--- config.mk ---
export PLATFORM = sky130hd
export DESIGN_NAME = sumador_multiciclo
export DESIGN_NICKNAME = d
export VERILOG_FILES = /design/src/rtl/sumador_multiciclo.sv
export SDC_FILE = /design/constraint.sdc
export NUM_CORES = 1
export LEC_CHECK = 0
export CAP_MARGIN = 10
export CORE_AREA = 2 2 75 77
export CTS_BUF_LIST = sky130_fd_sc_hd__clkbuf_8
export DETAILED_ROUTE_END_ITERATION = 8
export DIE_AREA = 0 0 77 79
export PLACE_DENSITY = 0.73
export SLEW_MARGIN = 10
export SYNTH_ARGS = -nofsm -noshare
export SYNTH_HDL_FRONTEND = slang
export SYNTH_SLANG_ARGS = --single-unit
--- constraint.sdc ---
create_clock -name clk -period 4 [get_ports clk]
set_input_delay 0.8 -clock clk [delete_from_list [all_inputs] [get_ports clk]]
set_output_delay 0.8 -clock clk [all_outputs]
set_load 0.01 [all_outputs]
--- src/rtl/sumador_multiciclo.sv ---
// Multi-cycle adder/subtractor: processes CHUNK bits per cycle with a ripple carry,
// valid/ready handshake on both sides and registered result flags.
module sumador_multiciclo #(
  parameter int unsigned WIDTH = 8,
  parameter int unsigned CHUNK = 2
) (
  input  logic             clk,
  input  logic             rst_n,
  input  logic             in_valid,
  output logic             in_ready,
  input  logic [WIDTH-1:0] A,
  input  logic [WIDTH-1:0] B,
  input  logic             Cin,
  input  logic             op,
  output logic             out_valid,
  input  logic             out_ready,
  output logic [WIDTH-1:0] S,
  output logic             carry_out,
  output logic             overflow,
  output logic             zero,
  output logic             negative
);

  localparam int unsigned NCHUNK = WIDTH / CHUNK;
  localparam int unsigned KW     = ($clog2(NCHUNK + 1) > 1) ? $clog2(NCHUNK + 1) : 1;

  typedef enum logic [1:0] {
    StIdle,
    StCalc,
    StDone
  } state_e;

  state_e state_q, state_d;

  logic [WIDTH-1:0] a_q;
  logic [WIDTH-1:0] bx_q;
  logic [WIDTH-1:0] sum_q;
  logic             carry_q;
  logic [KW-1:0]    k_q;

  logic [CHUNK-1:0] chunk_a;
  logic [CHUNK-1:0] chunk_b;
  logic [CHUNK:0]   chunk_sum;
  logic [WIDTH-1:0] sum_next;
  logic             last_chunk;
  logic             accept;

  assign in_ready   = (state_q == StIdle);
  assign out_valid  = (state_q == StDone);
  assign accept     = in_valid && in_ready;
  assign last_chunk = (k_q == KW'(NCHUNK - 1));

  // Chunk select and write-back use constant slices so no index can go out of range.
  always_comb begin
    chunk_a  = '0;
    chunk_b  = '0;
    sum_next = sum_q;
    for (int unsigned i = 0; i < NCHUNK; i++) begin
      if (k_q == KW'(i)) begin
        chunk_a = a_q[i*CHUNK +: CHUNK];
        chunk_b = bx_q[i*CHUNK +: CHUNK];
      end
    end
    chunk_sum = {1'b0, chunk_a} + {1'b0, chunk_b} + {{CHUNK{1'b0}}, carry_q};
    for (int unsigned i = 0; i < NCHUNK; i++) begin
      if (k_q == KW'(i)) begin
        sum_next[i*CHUNK +: CHUNK] = chunk_sum[CHUNK-1:0];
      end
    end
  end

  always_comb begin
    state_d = state_q;
    unique case (state_q)
      StIdle:  if (in_valid)   state_d = StCalc;
      StCalc:  if (last_chunk) state_d = StDone;
      StDone:  if (out_ready)  state_d = StIdle;
      default:                 state_d = StIdle;
    endcase
  end

  always_ff @(posedge clk or negedge rst_n) begin
    if (!rst_n) begin
      state_q <= StIdle;
    end else begin
      state_q <= state_d;
    end
  end

  always_ff @(posedge clk or negedge rst_n) begin
    if (!rst_n) begin
      a_q       <= '0;
      bx_q      <= '0;
      sum_q     <= '0;
      carry_q   <= 1'b0;
      k_q       <= '0;
      S         <= '0;
      carry_out <= 1'b0;
      overflow  <= 1'b0;
      zero      <= 1'b0;
      negative  <= 1'b0;
    end else if (accept) begin
      // Subtraction is A + ~B + 1.
      a_q     <= A;
      bx_q    <= op ? ~B : B;
      carry_q <= op ? 1'b1 : Cin;
      k_q     <= '0;
    end else if (state_q == StCalc) begin
      sum_q   <= sum_next;
      carry_q <= chunk_sum[CHUNK];
      k_q     <= k_q + KW'(1);
      if (last_chunk) begin
        S         <= sum_next;
        carry_out <= chunk_sum[CHUNK];
        overflow  <= (a_q[WIDTH-1] == bx_q[WIDTH-1]) && (sum_next[WIDTH-1] != a_q[WIDTH-1]);
        zero      <= (sum_next == '0);
        negative  <= sum_next[WIDTH-1];
      end
    end
  end

endmodule

Word level (Yosys, flattened, before mapping)
Index checks and enable logic that the tools add are counted.
{ "word_totals": {"in_bits": 22, "out_inout_bits": 14, "wordCells": 57, "register_bits": 42} }
{ "classes": {"muxes": 22, "eq_ne": 10, "addsub": 3, "bitwise": 2, "reduce_logical": 9} }
{ "op_table": {"columns": ["cell", "count"], "rows": [
  ["$mux 2", 15],
  ["$logic_not 8->1", 1],
  ["$mux 8", 1],
  ["$not 8->8", 1],
  ["$eq 3x2->1 const B", 2],
  ["$mux 3", 2],
  ["$pmux 2 s3", 1],
  ["$reduce_and 3->1", 2],
  ["$ne 2x2->1 const B", 2],
  ["$add 2x2->3", 1],
  ["$add 3x1->3", 1],
  ["$add 3x1->3 const B", 1],
  ["$eq 3x1->1 const B", 1],
  ["$logic_not 3->1", 1],
  ["$mux 1", 3],
  ["$eq 2x1->1 const B", 1],
  ["$eq 2x2->1 const B", 1],
  ["$logic_and 1x1->1", 2],
  ["$logic_not 2->1", 1],
  ["$ne 2x1->1 const B", 1],
  ["$reduce_and 2->1", 1],
  ["$reduce_bool 2->1", 1],
  ["$eq 1x1->1", 1],
  ["$ne 1x1->1", 1],
  ["$not 1->1", 1]
]} }

Depth between registers and ports, before layout
Gate-level depths: netlist of run 1.
{ "depth": {"ltp_word": 10, "mapped_depth": 14, "depth_no_buf": 12} }

Worst setup path before layout of run 1
No wires, ideal clock.
{ "synth_timing": {"path_kind": "reg2reg", "from": "register k_q[0]", "to": "register zero", "setup_time_ns": 0.092, "slack_ns": 1.080, "path_buffers": 2, "t_arrival_ns": 2.828, "t_required_ns": 3.908, "period_less_slack_ns": 2.920, "stages_incl_launch_ff": 13, "cell_sequence": "dfrtp_1 -> ha_1 -> buf_2 -> and3b_1 -> a21oi_1 -> o21ai_0 -> a22oi_1 -> fa_1 -> inv_1 -> fa_1 -> clkbuf_1 -> o31a_1 -> o31ai_2"} }
{ "synth_via": {"elab_chain_len": 9, "word_cells_on_any_way": 20, "classes_between": "2 x add/sub; 3 x eq/ne; 12 x mux; 3 x reduce/logical"} }
{ "synth_lines": {"columns": ["element", "line", "source"], "rows": [
  ["start, declared", "39", "logic [KW-1:0] k_q;"],
  ["start signal, assigned", "111", "k_q <= k_q + KW'(1);"],
  ["$logic_not 3->1", "59, 66", null],
  ["$mux 2 (4 in a row)", "59", "if (k_q == KW'(i)) begin"],
  ["$add 2x2->3", "64", "chunk_sum = {1'b0, chunk_a} + {1'b0, chunk_b} + {{CHUNK{1'b0}}, carry_q};"],
  ["$add 3x1->3", "64", null],
  ["$mux 2", "66", "if (k_q == KW'(i)) begin"],
  ["$logic_not 8->1", "116", "zero <= (sum_next == '0);"],
  ["end signal, assigned", "116", null],
  ["end, declared", "20", "output logic zero,"]
]} }
Several ways; a longest one is shown, not always the timed one.
A chain may end at the register's enable or synchronous reset.

Worst setup path after layout of run 1
{ "layout_timing": {"from": "register k_q[1]", "to": "register zero"} }
Same word-level chain as after synthesis.

==> run metrics, run 1 <==
outcome=finished clean; Detailed Routing Iterations Pass 1=4; H-tree levels=2; Tmin final=3210 ps; RSZ-0062 raised after global routing=no; die width=77 um; GR Layer Usage met2=0.252; hpwl dp=2.96 mm; DRC=0; Post-Place Cells=300; DR vias/cell=4.79; syn_area_per_cell=9.99 um^2; GR met1 Demand/Resource=0.183; postcts setup bufs=0; Hold Crit Class=flop to flop; Ys Warns=0; final setup vio count=0; number of port buffers=35; Die Area=6080 um^2; clk sinks=39; non-filler cells, final=308; Root Driver=clkbuf_8; post-synthesis cell area=2040 um^2; fin nets=264; Slew headroom=0.425; Final ANT Viol Nets=0; drt wl/cell=12.7 um; vias in the first global route=1531; Final Max Slew Viols=0; CTS tree=built; routed via count=1474; worst-path cell chain=inv_1, ha_1, and3b_1, a21oi_1, o21ai_0, a22oi_1, fa_1, inv_1, fa_1, a2111oi_2, nand4_1, o31ai_2; Req. time, crit path=4210 ps; most numerous cell in the Yosys netlist=dfrtp_1; Syn Inst Count=204; routability cong.=0.819; FFs w/ async S/R, synth=1.00; post-synth top area share=0.479; # Max-Cap Violations=0; busiest grt layer=met2; crit path max-delay cell type=fa_1; Die H=79 um; clock tree buffer depth=2; Post-Syn Nets=233; hold-fix buffers at CTS=0; Seq/Total Area, Yosys=0.479; largest area contributor in the netlist=dfrtp_1; post-synth cell types=31; layout cell share with drive strength beyond 1=0.114; Commonest cells post-synth=39 x dfrtp_1, 26 x nor2_1, 20 x nand2_1; # rows=27; setup_tns=0 ps; Iteration-0 DRC Markers=48; critical path's top delay family=adder cells; CP Max Fanout=13; post-CTS resize count=0; crit end category=flop; Buf+Inv Stages, Crit Path=2; Leakage=1.09 nW; latest clock arrival within the worst-skew pair=290 ps; maximum clock rate=312 MHz; clock skew=13.9 ps; Pwr Density=867 nW/um^2; first-pass GRT wire length=7.08 mm; post-synthesis register bit count=39; Crit Path Class=flop to flop; initial antenna violation count=0; Total GRT Usage=0.146; area delta synth->final=23.2%; total grt overflow=0; pin count of the biggest net entering global routing=40; Post-synth EDFFs=0; Top Ports=36; Util after Layout=0.470; Tcrit/Tclk final=0.802; Critical Path AT=3410 ps; starting density of the core=0.382; worst slew pin tran=863 ps; core box area=5340 um^2; crit start category=flop; Final Hold Fails=0; maximum vdd drop=0.000320 V; # diodes=0; ys flop type=dfrtp_1; GR Layer Usage met3=0.0364; CP peak stage delay=570 ps; Num CTS Buffers=5; DRT Wirelength=3.91 mm; Worst-path clk slew=80 ps; ranking of synthesized cells by area=dfrtp_1 48%, mux2_2 8.3%, nor2_1 4.8%, o21ai_0 4.4%, a21oi_1 4.2%
worst reg2reg max path: stages, from the launching register on:
cell	delay, ps
dfrtp_1	400
inv_1	80
ha_1	330
and3b_1	270
a21oi_1	40
o21ai_0	160
a22oi_1	110
fa_1	410
inv_1	80
fa_1	570
a2111oi_2	330
nand4_1	140
o31ai_2	200
metal layers:
| layer | vias to the layer above | wire [um] |
|---|---|---|
| met5 | - | 0 |
| met4 | 0 | 49 |
| li1 | 750 | - |
| met2 | 31 | 1960 |
| met3 | 5 | 153 |
| met1 | 688 | 1750 |
power by group:
part | total, mW | internal [mW] | switching, mW
clock | 0.276 | 0.139 | 0.137
sequential | 0.734 | 0.585 | 0.150
combinational | 1.16 | 0.550 | 0.615
total | 2.17 | 1.27 | 0.901
kinds of logic (layout without fill, tap and decap cells):
logic type / count (synthesis) / after routing / synth area share
and+or+nand+nor: 62 / 62 / 0.140
AOI/OAI and AO/OA: 48 / 48 / 0.144
DFF: 39 / 39 / 0.479
buffers and inverters: 21 / 53 / 0.0491
muxes: 19 / 19 / 0.103
xor gates and xnor gates: 8 / 8 / 0.0344
adders and majority gates: 7 / 7 / 0.0504
state kept, by name (all words and copies together) (netlist names):
signal / cells
S: 8
state_q: 2
sum_q: 6
carry_q: 1
k_q: 3
bx_q: 8
carry_out: 1
zero: 1
overflow: 1
a_q: 8
layout by cell type, fill, tap and decap left out, drive strengths merged, types with 6 or more instances in the layout:
cell type	count
clkbuf	6
dfrtp	39
a21oi	17
mux2	15
o21ai	18
nor2	27
inv	10
xnor2	8
nand2	20
clkdlybuf4s50	34
metrics by stage:
| step | total power, mW | hold WS [ps] | worst slack, ps | cell area, um^2 |
|---|---|---|---|---|
| 6_report | 2.17 | 480 | 791 | 2510 |
| 3_3_place_gp | 1.88 | 464 | 956 | 2410 |
| 5_1_grt | 2.40 | 516 | 485 | 2510 |
| 2_1_floorplan | 1.57 | 453 | 1080 | 2040 |
| 4_1_cts | 2.21 | 488 | 773 | 2510 |
| 3_5_place_dp | 1.93 | 470 | 787 | 2410 |
worst paths after layout:
check,from,to,slack (ps),cells past startpoint
setup / recovery,k_q[1]$_DFFE_PN0P_,zero$_DFFE_PN0P_,790,12
hold / removal,S[4]$_DFFE_PN0P_,S[4]$_DFFE_PN0P_,480,2
setup reg to reg,k_q[1]$_DFFE_PN0P_,zero$_DFFE_PN0P_,790,12
hold reg to reg,S[4]$_DFFE_PN0P_,S[4]$_DFFE_PN0P_,480,2
max in group asynchronous,rst_n,sum_q[0]$_DFFE_PN0P_,2830,1
min in group asynchronous,rst_n,bx_q[4]$_DFFE_PN0P_,620,1
area by class of cell:
type,instances,area (um^2)
flip-flops and latches,39,976
fillers,547,2830
repair buffers,36,353
clock inverters,2,12.5
well taps,72,90.1
clock buffers,6,82.6
multi-input cells,144,961
inverters,9,33.8
No activity file was read; power rests on OpenSTA's default activity.
==> inputs of run 2 (changes only) <==
--- a/config.mk
+++ b/config.mk
@@ -10,7 +10,7 @@
 export CTS_BUF_LIST = sky130_fd_sc_hd__clkbuf_8
 export DETAILED_ROUTE_END_ITERATION = 8
 export DIE_AREA = 0 0 77 79
-export PLACE_DENSITY = 0.73
+export PLACE_DENSITY = 0.75
 export SLEW_MARGIN = 10
 export SYNTH_ARGS = -nofsm -noshare
 export SYNTH_HDL_FRONTEND = slang
==> constraint.sdc (replaced) <==
create_clock -name clk -period 2.95 [get_ports clk]
set_input_delay 0.59 -clock clk [delete_from_list [all_inputs] [get_ports clk]]
set_output_delay 0.59 -clock clk [all_outputs]
set_load 0.01 [all_outputs]
==> run metrics, run 2 (same netlist as run 1, synthesis figures left out) <==
Die H=79 um (unchanged); number of port buffers=35 (unchanged); drt wl/cell=12.9 um (+1.8%); final worst slack=212 ps (-579 ps); DRT Wirelength=4.09 mm (+4.5%); Num CTS Buffers=5 (unchanged); fin nets=272 (+3.0%); Total GRT Usage=0.151 (+0.00447); dpl ws=-25.5 ps (-813 ps); crit end category=flop; initial antenna violation count=0 (unchanged); hold-fix buffers at CTS=0 (unchanged); first-pass GRT wire length=7.16 mm (+1.2%); hpwl dp=3.06 mm (+3.4%); Leakage=1.13 nW (+3.9%); commonest non-fill, non-tap cell in the layout=dfrtp_1; routed via count=1540 (+4.5%); H-tree levels=2 (unchanged); crit start category=flop; # diodes=0 (unchanged); DRC=0 (unchanged); setup_tns=0 ps (unchanged); vias in the first global route=1554 (+1.5%); most frequent cells in the layout=38 x dfrtp_1, 34 x clkdlybuf4s50_1, 25 x nor2_1, 20 x nand2_1; DR vias/cell=4.87 (+1.8%); clock tree buffer depth=2 (unchanged); Tcrit/Tclk final=0.928 (+0.126); # rows=27 (unchanged); CTS tree=built; Iteration-0 DRC Markers=52 (+8.3%); maximum vdd drop=0.000505 V (+58%); Slew headroom=0.426 (+0.00105); routability cong.=0.831 (+1.4%); Final Hold Fails=0 (unchanged); Root Driver=clkbuf_8; Pwr Density=1230 nW/um^2 (+42%); # Max-Cap Violations=0 (unchanged); core box area=5340 um^2 (unchanged); area delta synth->final=28.5%; latest clock arrival within the worst-skew pair=290 ps (about the same); Tmin final=2740 ps (-471 ps); Final Max Slew Viols=0 (unchanged); Hold Crit Class=primary input to asynchronous set/reset pin; area of the multi-input gates=1000 um^2 (+4.4%); die width=77 um (unchanged); Top Ports=36 (unchanged); final setup vio count=0 (unchanged); Worst setup startpoint=k_q[1]$_DFFE_PN0P_; pin count of the biggest net entering global routing=40 (unchanged); Post-Place Cells=307 (+2.3%); sequential cell area=977 um^2 (+0.13%); fillcell total=541 (-1.1%); top flop regs=S (8), a_q (8), bx_q (8); RSZ-0062 raised after global routing=no; Util after Layout=0.490 (+0.0204); Worst-path clk slew=80 ps (about the same); CP Max Fanout=9 (-4); Final ANT Viol Nets=0 (unchanged); Die Area=6080 um^2 (unchanged); total grt overflow=0 (unchanged); clock skew=6.76 ps (-7.13 ps); Hold WS=404 ps (-75.3 ps); Detailed Routing Iterations Pass 1=4 (unchanged); maximum clock rate=365 MHz (+17%); Crit Path Class=flop to flop; Critical Path AT=2950 ps (-460 ps); worst slew pin tran=862 ps (-1.57 ps); FF-to-FF Start=k_q[1]$_DFFE_PN0P_; non-filler cells, final=316 (+2.6%); Req. time, crit path=3160 ps (-1050 ps); outcome=finished clean; clk sinks=39 (unchanged); layout cell share with drive strength beyond 1=0.176 (+0.0618); starting density of the core=0.382 (unchanged)
-- run 2: changes by cell type in the layout (fill, tap and decap cells not counted), sizes merged --
cell    previous run  this run
clkinv             1         0
clkbuf             6         7
buf                2        10
-- run 2: layout make-up --
cell class                 count  share of cell area
sequential                    39               0.373
clock inverter                 1             0.00143
inverter                       9              0.0129
timing repair buffer          44               0.158
clock buffer                   7              0.0368
multi-input combinational    144               0.383
tap                           72              0.0344
-- run 2: critical path, cell delays in order, from the launching register on --
cell and delay (ps):
dfrtp_1 420, inv_2 80, ha_4 190, and3b_1 200, a21oi_1 40, o21ai_0 160
a22oi_1 100, fa_1 370, inv_1 90, fa_2 480, o31a_1 310, o31ai_2 220
-- run 2: per-layer routing --
metal,GRT usage,wire length [um]
met2,0.244,1980
met4,0.0589,84
met1,0.190,1830
met3,0.0466,191
met5,0,0
-- run 2: worst paths after layout --
path / end / slack [ps] / cells past startpoint
min in group clk: S[4]$_DFFE_PN0P_ / 480 / 2
max in group asynchronous: k_q[0]$_DFFE_PN0P_ / 1950 / 1
worst min-delay path: S[7]$_DFFE_PN0P_ / 400 / 1
worst min register to register: S[4]$_DFFE_PN0P_ / 480 / 2
worst max register to register: zero$_DFFE_PN0P_ / 210 / 11
worst max-delay path: zero$_DFFE_PN0P_ / 210 / 11
-- run 2: metrics by stage --
| step | power, mW | area [um^2] |
|---|---|---|
| global placement | 2.63 | 2470 |
| global route | 3.51 | 2620 |
| CTS | 3.10 | 2570 |
| detailed placement | 2.70 | 2470 |
| finish | 3.22 | 2620 |
| floorplan | 2.13 | 2040 |
-- run 2: repair_timing --
action | 4_1_cts | 5_1_grt
setup buffers | 0 | 1
gates resized for setup | 1 | 11
pin swaps | 0 | 5
endpoints found under the setup margin | 1 | 6
-- run 2: where the power goes --
part	internal [mW]	leakage (nW)	switching, mW	total, mW
clock network	0.210	0.0557	0.183	0.393
registers	0.794	0.471	0.204	0.999
logic	0.919	0.604	0.908	1.83
